[src/rtl/wed_fetch_control.sv]
// WED fetch sequencer: issues one 128-byte read for the WED, collects both buffer-write
// halves, retries flushed/paged responses and presents the endian-swapped WED_request.
module wed_fetch_control #(
   parameter int unsigned      TAG_W          = 8,
   parameter logic [TAG_W-1:0] WED_TAG        = '0,
   parameter int unsigned      MAX_RETRIES    = 3,
   parameter int unsigned      TIMEOUT_CYCLES = 4096
) (
   input  logic             clock,
   input  logic             reset,
   input  logic             enabled_in,
   input  logic             start_in,
   input  logic [63:0]      wed_address_in,
   input  logic             cmd_ready_in,
   output logic             cmd_valid_out,
   output logic [TAG_W-1:0] cmd_tag_out,
   output logic [63:0]      cmd_address_out,
   output logic [11:0]      cmd_size_out,
   input  logic             rsp_valid_in,
   input  logic [TAG_W-1:0] rsp_tag_in,
   input  logic [7:0]       rsp_code_in,
   input  logic             bufw_valid_in,
   input  logic [TAG_W-1:0] bufw_tag_in,
   input  logic [5:0]       bufw_ad_in,
   input  logic [511:0]     bufw_data_in,
   output logic             wed_valid_out,
   output logic [63:0]      wed_address_out,
   output logic [1023:0]    wed_out,
   output logic             busy_out,
   output logic             error_out,
   output logic [7:0]       error_code_out
);

   localparam int unsigned TO_W = (TIMEOUT_CYCLES > 2) ? $clog2(TIMEOUT_CYCLES) : 1;
   localparam int unsigned RT_W = (MAX_RETRIES > 0) ? $clog2(MAX_RETRIES + 1) : 1;
   localparam logic [TO_W-1:0] TO_LAST = TO_W'(TIMEOUT_CYCLES - 1);
   localparam logic [RT_W-1:0] RT_MAX  = RT_W'(MAX_RETRIES);
   localparam logic [7:0] RSP_DONE    = 8'h00;
   localparam logic [7:0] RSP_FLUSHED = 8'h06;
   localparam logic [7:0] RSP_PAGED   = 8'h0A;

   typedef enum logic [2:0] {
      StReset, StIdle, StReq, StWaiting, StReadData, StDoneReq
   } state_e;

   state_e            r_state;
   logic              r_cmd_valid;
   logic [63:0]       r_addr;
   logic [RT_W-1:0]   r_retries;
   logic [TO_W-1:0]   r_timeout;
   logic [1:0]        r_half;
   logic [1023:0]     r_line;
   logic              r_wed_valid;
   logic [63:0]       r_wed_address;
   logic [1023:0]     r_wed;
   logic              r_busy;
   logic              r_error;
   logic [7:0]        r_error_code;

   logic              w_bufw_hit;
   logic              w_rsp_hit;
   logic              w_have0;
   logic              w_have1;
   logic              w_retryable;
   logic [1023:0]     w_swapped;
   logic              w_unused_ad;

   assign w_unused_ad = ^bufw_ad_in[5:1];

   // The enable gate drops the request in the same cycle the job is disabled.
   assign cmd_valid_out   = r_cmd_valid & enabled_in;
   assign cmd_tag_out     = WED_TAG;
   assign cmd_address_out = r_addr;
   assign cmd_size_out    = 12'd128;
   assign wed_valid_out   = r_wed_valid;
   assign wed_address_out = r_wed_address;
   assign wed_out         = r_wed;
   assign busy_out        = r_busy;
   assign error_out       = r_error;
   assign error_code_out  = r_error_code;

   assign w_bufw_hit  = bufw_valid_in && (bufw_tag_in == WED_TAG);
   assign w_rsp_hit   = rsp_valid_in && (rsp_tag_in == WED_TAG);
   assign w_have0     = r_half[0] | (w_bufw_hit & ~bufw_ad_in[0]);
   assign w_have1     = r_half[1] | (w_bufw_hit & bufw_ad_in[0]);
   assign w_retryable = (rsp_code_in == RSP_FLUSHED) || (rsp_code_in == RSP_PAGED);

   // Byte-swap each field in place: three 32-bit words, fourteen 64-bit words, one 32-bit word.
   always_comb begin
      w_swapped = '0;
      for (int w = 0; w < 3; w++) begin
         for (int b = 0; b < 4; b++) begin
            w_swapped[32*w + 8*b +: 8] = r_line[32*w + 8*(3-b) +: 8];
         end
      end
      for (int w = 0; w < 14; w++) begin
         for (int b = 0; b < 8; b++) begin
            w_swapped[96 + 64*w + 8*b +: 8] = r_line[96 + 64*w + 8*(7-b) +: 8];
         end
      end
      for (int b = 0; b < 4; b++) begin
         w_swapped[992 + 8*b +: 8] = r_line[992 + 8*(3-b) +: 8];
      end
   end

   always_ff @(posedge clock) begin
      if (reset) begin
         r_state       <= StReset;
         r_cmd_valid   <= 1'b0;
         r_addr        <= '0;
         r_retries     <= '0;
         r_timeout     <= '0;
         r_half        <= '0;
         r_line        <= '0;
         r_wed_valid   <= 1'b0;
         r_wed_address <= '0;
         r_wed         <= '0;
         r_busy        <= 1'b0;
         r_error       <= 1'b0;
         r_error_code  <= '0;
      end else if (r_state != StReset && !enabled_in) begin
         r_state       <= StIdle;
         r_cmd_valid   <= 1'b0;
         r_addr        <= '0;
         r_wed_valid   <= 1'b0;
         r_wed_address <= '0;
         r_wed         <= '0;
         r_busy        <= 1'b0;
         r_error       <= 1'b0;
         r_error_code  <= '0;
      end else begin
         case (r_state)
            StReset: r_state <= StIdle;
            StIdle: begin
               if (start_in && !r_error) begin
                  r_addr      <= wed_address_in;
                  r_retries   <= '0;
                  r_half      <= '0;
                  r_wed_valid <= 1'b0;
                  r_cmd_valid <= 1'b1;
                  r_busy      <= 1'b1;
                  r_state     <= StReq;
               end
            end
            StReq: begin
               if (cmd_valid_out && cmd_ready_in) begin
                  r_cmd_valid <= 1'b0;
                  r_timeout   <= '0;
                  r_state     <= StWaiting;
               end
            end
            StWaiting: begin
               if (w_bufw_hit) begin
                  if (bufw_ad_in[0]) r_line[1023:512] <= bufw_data_in;
                  else               r_line[511:0]    <= bufw_data_in;
                  r_half[bufw_ad_in[0]] <= 1'b1;
               end
               if (w_rsp_hit) begin
                  if (rsp_code_in == RSP_DONE) begin
                     if (w_have0 && w_have1) begin
                        r_state <= StReadData;
                     end else begin
                        r_error      <= 1'b1;
                        r_error_code <= 8'hFE;
                        r_busy       <= 1'b0;
                        r_state      <= StDoneReq;
                     end
                  end else if (w_retryable && r_retries < RT_MAX) begin
                     r_retries   <= r_retries + RT_W'(1);
                     r_half      <= '0;
                     r_cmd_valid <= 1'b1;
                     r_state     <= StReq;
                  end else begin
                     r_error      <= 1'b1;
                     r_error_code <= rsp_code_in;
                     r_busy       <= 1'b0;
                     r_state      <= StDoneReq;
                  end
               end else if (r_timeout == TO_LAST) begin
                  r_error      <= 1'b1;
                  r_error_code <= 8'hFF;
                  r_busy       <= 1'b0;
                  r_state      <= StDoneReq;
               end else begin
                  r_timeout <= r_timeout + TO_W'(1);
               end
            end
            StReadData: begin
               r_wed         <= w_swapped;
               r_wed_valid   <= 1'b1;
               r_wed_address <= r_addr;
               r_busy        <= 1'b0;
               r_state       <= StDoneReq;
            end
            StDoneReq: r_state <= StDoneReq;
            default:   r_state <= StIdle;
         endcase
      end
   end

endmodule
[config.mk]
export PLATFORM = sky130hd
export DESIGN_NAME = wed_fetch_control
export DESIGN_NICKNAME = d
export VERILOG_FILES = /design/src/rtl/wed_fetch_control.sv
export SDC_FILE = /design/constraint.sdc
export NUM_CORES = 2
export LEC_CHECK = 0
export CORE_AREA = 2 2 706 708
export DETAILED_ROUTE_END_ITERATION = 12
export DIE_AREA = 0 0 708 710
export DONT_BUFFER_PORTS = 1
export PLACE_DENSITY = 0.36
export REMOVE_ABC_BUFFERS = 1
export SLEW_MARGIN = 20
export SYNTH_ARGS = -nofsm -noshare
export SYNTH_HDL_FRONTEND = slang
export SYNTH_SLANG_ARGS = --single-unit
[constraint.sdc]
create_clock -name clock -period 2.75 [get_ports clock]
set_clock_uncertainty 0.15 [all_clocks]
set_input_delay 0.4125 -clock clock [delete_from_list [all_inputs] [get_ports clock]]
set_output_delay 0.4125 -clock clock [all_outputs]
set_load 0.01 [all_outputs]
==> impl_metrics.csv <==
group,metric,value,unit
detailed_routing,drt_wl_total,391000,um
logic_synthesis,synth_edf_count,0,
worst_setup_path,r2r_slack,110,ps
logic_synthesis,synth.top_cell.area_share,0.581,
worst_setup_path,cp_max_fo,204,
floorplan,core_region_area,495000,um2
final_layout,finalNetCount,10900,
sta,finalSetupTns,-589,ps
global_route,gr-usage-all-layers,0.146,
worst_setup_path,cp-start-kind,"input port",
detailed_routing,via_per_inst,3.99,
detailed_routing,num_vias,68000,
final_layout,finalInstanceArea,101000,um2
sta,max_freq,0.343,GHz
final_layout,utilization,0.205,
floorplan,num_io_pins,1797,
final_layout,syn2layout_area_growth,33.4,%
detailed_routing,wl_per_cell,22.9,um
logic_synthesis,synth_area_leaders,"dfxtp_1 (58%), nand2_1 (22%), a21oi_1 (14%), clkbuf_1 (2.5%), buf_6 (0.79%)",
clock_tree,cts_root_buffer,"clkbuf_16",
sta,fin_crit,2910,ps
clock_tree,clockBufferDepth,4,
worst_hold_path,hold_class,"input port to flip-flop",
pwr,vdd_drop_max,429,uV
logic_synthesis,synth_area,76000,um2
worst_setup_path,required,3450,ps
clock_tree,cts_buffers,275,
pwr,clkPwrFrac,0.513,
final_layout,multi_input_area,28300,um2
detailed_routing,drcViolationCount,0,
global_route,antenna_found_initial,109,
logic_synthesis,yosysSeqAreaShare,0.581,
logic_synthesis,netlist.top_cell.by_area,"dfxtp_1",
logic_synthesis,yosysWarnings,0,
worst_setup_path,crit_type,"input port to flip-flop",
global_route,grt_pass1_wl,528000,um
status,violations,"negative hold slack, negative setup slack",
clock_tree,cts_setup_buffers,0,
sta,setup_ws,-164,ps
pwr,p_sw,0.0172,W
clock_tree,ctsHtreeMaxLevel,5,
logic_synthesis,netlist_instances,9658,
pwr,switching_share,0.241,
clock_tree,clock_latency,920,ps
place,dp.final_hpwl,289000,um
place,preCtsSetupSlack,-178,ps
logic_synthesis,synth-seq-cells,2207,
pwr,power.density,703,nW/um2
sta,setup_viol,4,
sta,drv_slew,0,
run,cap_violations,0,
global_route,overflow,0,
logic_synthesis,synth.distinct_cells,44,
sta,grt_setup_unrepaired,"no",
final_layout,fill_cells,55700,
clock_tree,clk_pin_slew,60,ps
sta,timing.hold.ws,-541,ps
sta,slew_headroom,0.354,
final_layout,layout-drive-gt1-share,0.0738,
global_route,grt_max_degree,215,
sta,hold_viol_final,202,
place,place_area,84800,um2
floorplan,rows,259,
detailed_routing,first_pass_iters,6,
detailed_routing,antenna_left,0,
floorplan,dieArea,503000,um2
pwr,combPwrFrac,0.037,
place,gp_congestion,0.840,
clock_tree,cts_tree,"built",
floorplan,die_y,710,um
pwr,sequentialPowerShare,0.450,
floorplan,initial_utilization,0.153,
logic_synthesis,ys.flop_type,"dfxtp_1",
pwr,leakagePower,31.7,nW
status,status,"finished, violations left",
floorplan,die_x,708,um
pwr,internal_power,0.0541,W
sta,finalCritPeriodShare,1.06,
worst_setup_path,worstSetupEndpointType,"flip-flop",
final_layout,seq_area,44200,um2
detailed_routing,first_iter_violations,4671,
worst_setup_path,cp.arrival,3610,ps
logic_synthesis,synthArstFlopShare,0,
clock_tree,cts_sinks,2207,
sta,worstMarginPinSlew,969,ps
place,port-buffer-count,0,
global_route,first_global_vias,63500,
logic_synthesis,syn_avg_cell_area,7.87,um2
[synth_stat cells (2+ instances only)]
master    count
buf_2       117
nor2b_1       4
xor2_1        5
nand3_1       9
conb_1        2
nor3b_1       3
nor2_1       28
ha_1          2
dfxtp_1    2207
and2_1        6
buf_1         3
nor3_2        2
a211oi_1      2
and4_1        2
xnor2_1       6
o21ai_0       9
nor3_1       10
clkbuf_1    516
nand4_1       4
buf_6        53
nor4_1        5
a31oi_1       3
a31o_2        2
buf_4        60
a21oi_1    2196
nand2b_1      4
inv_1        12
nand2_1    4365
nor4b_1       2
and3_1        2
or2_2         4
[power groups by stage]
| stage | registers, W | clock network, W | logic [W] |
|---|---|---|---|
| final | 0.0321 | 0.0365 | 0.00262 |
| after global routing | 0.0321 | 0.0388 | 0.00276 |
| after CTS | 0.0321 | 0.0376 | 0.00253 |
| after detailed placement | 0.0328 | 0 | 0.00126 |
| after global placement | 0.0328 | 0 | 0.00126 |
| after floorplan | 0.0328 | 0 | 0.000458 |
[per-layer routing]
metal,share of wire,track usage,vias up
li1,-,-,32400
met1,0.42,0.180,32900
met2,0.47,0.243,2185
met3,0.083,0.0480,557
met4,0.029,0.0398,48
met5,0.00080,0,-
[logic make-up after synthesis]
kind of cell	share of synthesized area
DFF	0.581
adders and majority gates	0.000329
and+or+nand+nor	0.222
other	0.0000988
xor gates and xnor gates	0.00127
AOI/OAI and AO/OA	0.147
buffers and inverters	0.0477
[final timing paths]
kind,from,to,cells past startpoint
setup / recovery,reset,error_code_out[7],6
hold / removal,reset,r_line[901],1
setup reg to reg,r_retries[0],error_code_out[7],8
hold reg to reg,r_line[513],wed_out[505],2
[final cells by class]
cell class	count	share of cell area
Antenna cell	30	0.000741
Tap cell	6525	0.0805
Clock inverter	70	0.00908
Inverter	12	0.000444
Multi-Input combinational cell	6708	0.279
Timing Repair Buffer	1093	0.115
Clock buffer	414	0.0792
Sequential cell	2207	0.436
[stage by stage]
| step | hold WS (ps) | power, W | instances |
|---|---|---|---|
| floorplan | 276 | 0.0332 | 8927 |
| global placement | 286 | 0.0341 | 15800 |
| detailed placement | 288 | 0.0341 | 15800 |
| CTS | -654 | 0.0722 | 17000 |
| global route | -634 | 0.0737 | 17000 |
| finish | -541 | 0.0713 | 17100 |
[flip-flops by register name, summed over array words and instances, names as in the netlist]
register and flops:
wed_valid_out 1, r_line 1024, wed_address_out 64, error_out 1, wed_out 1024, error_code_out 8
r_half 2, r_cmd_valid 1, r_retries 2, r_timeout 12, r_state 3, busy_out 1
cmd_address_out 64
[layout by cell type, fill, tap and decap left out, types with 6 or more instances in the layout]
master | synthesis | final
nor3_1 | 10 | 10
clkinv_8 | 0 | 8
a21oi_1 | 2196 | 2196
clkinv_2 | 0 | 25
buf_16 | 0 | 9
nand2_1 | 4365 | 4363
diode_2 | 0 | 30
nand3_1 | 9 | 9
xnor2_1 | 6 | 6
o21ai_0 | 9 | 9
bufinv_16 | 0 | 7
clkinv_16 | 0 | 6
clkbuf_8 | 0 | 54
nor2_1 | 28 | 27
buf_4 | 60 | 231
inv_6 | 0 | 6
dfxtp_1 | 2207 | 2207
buf_12 | 0 | 115
clkbuf_1 | 516 | 81
dlygate4sd3_1 | 0 | 737
inv_16 | 0 | 6
inv_1 | 12 | 12
clkinv_4 | 0 | 10
conb_1 | 2 | 20
clkbuf_16 | 0 | 279
[timing repair]
item,4_1_cts,5_1_grt
gates resized for setup,0,2
endpoints found under the hold margin,1112,202
hold buffers,680,61
endpoints found under the setup margin,0,89
[critical path: stages]
cell	delay [ps]
buf_16	420
dlygate4sd3_1	790
nor2_1	680
o21ai_0	170
dlygate4sd3_1	600
a21oi_1	120
No activity file was read; power rests on OpenSTA's default activity.
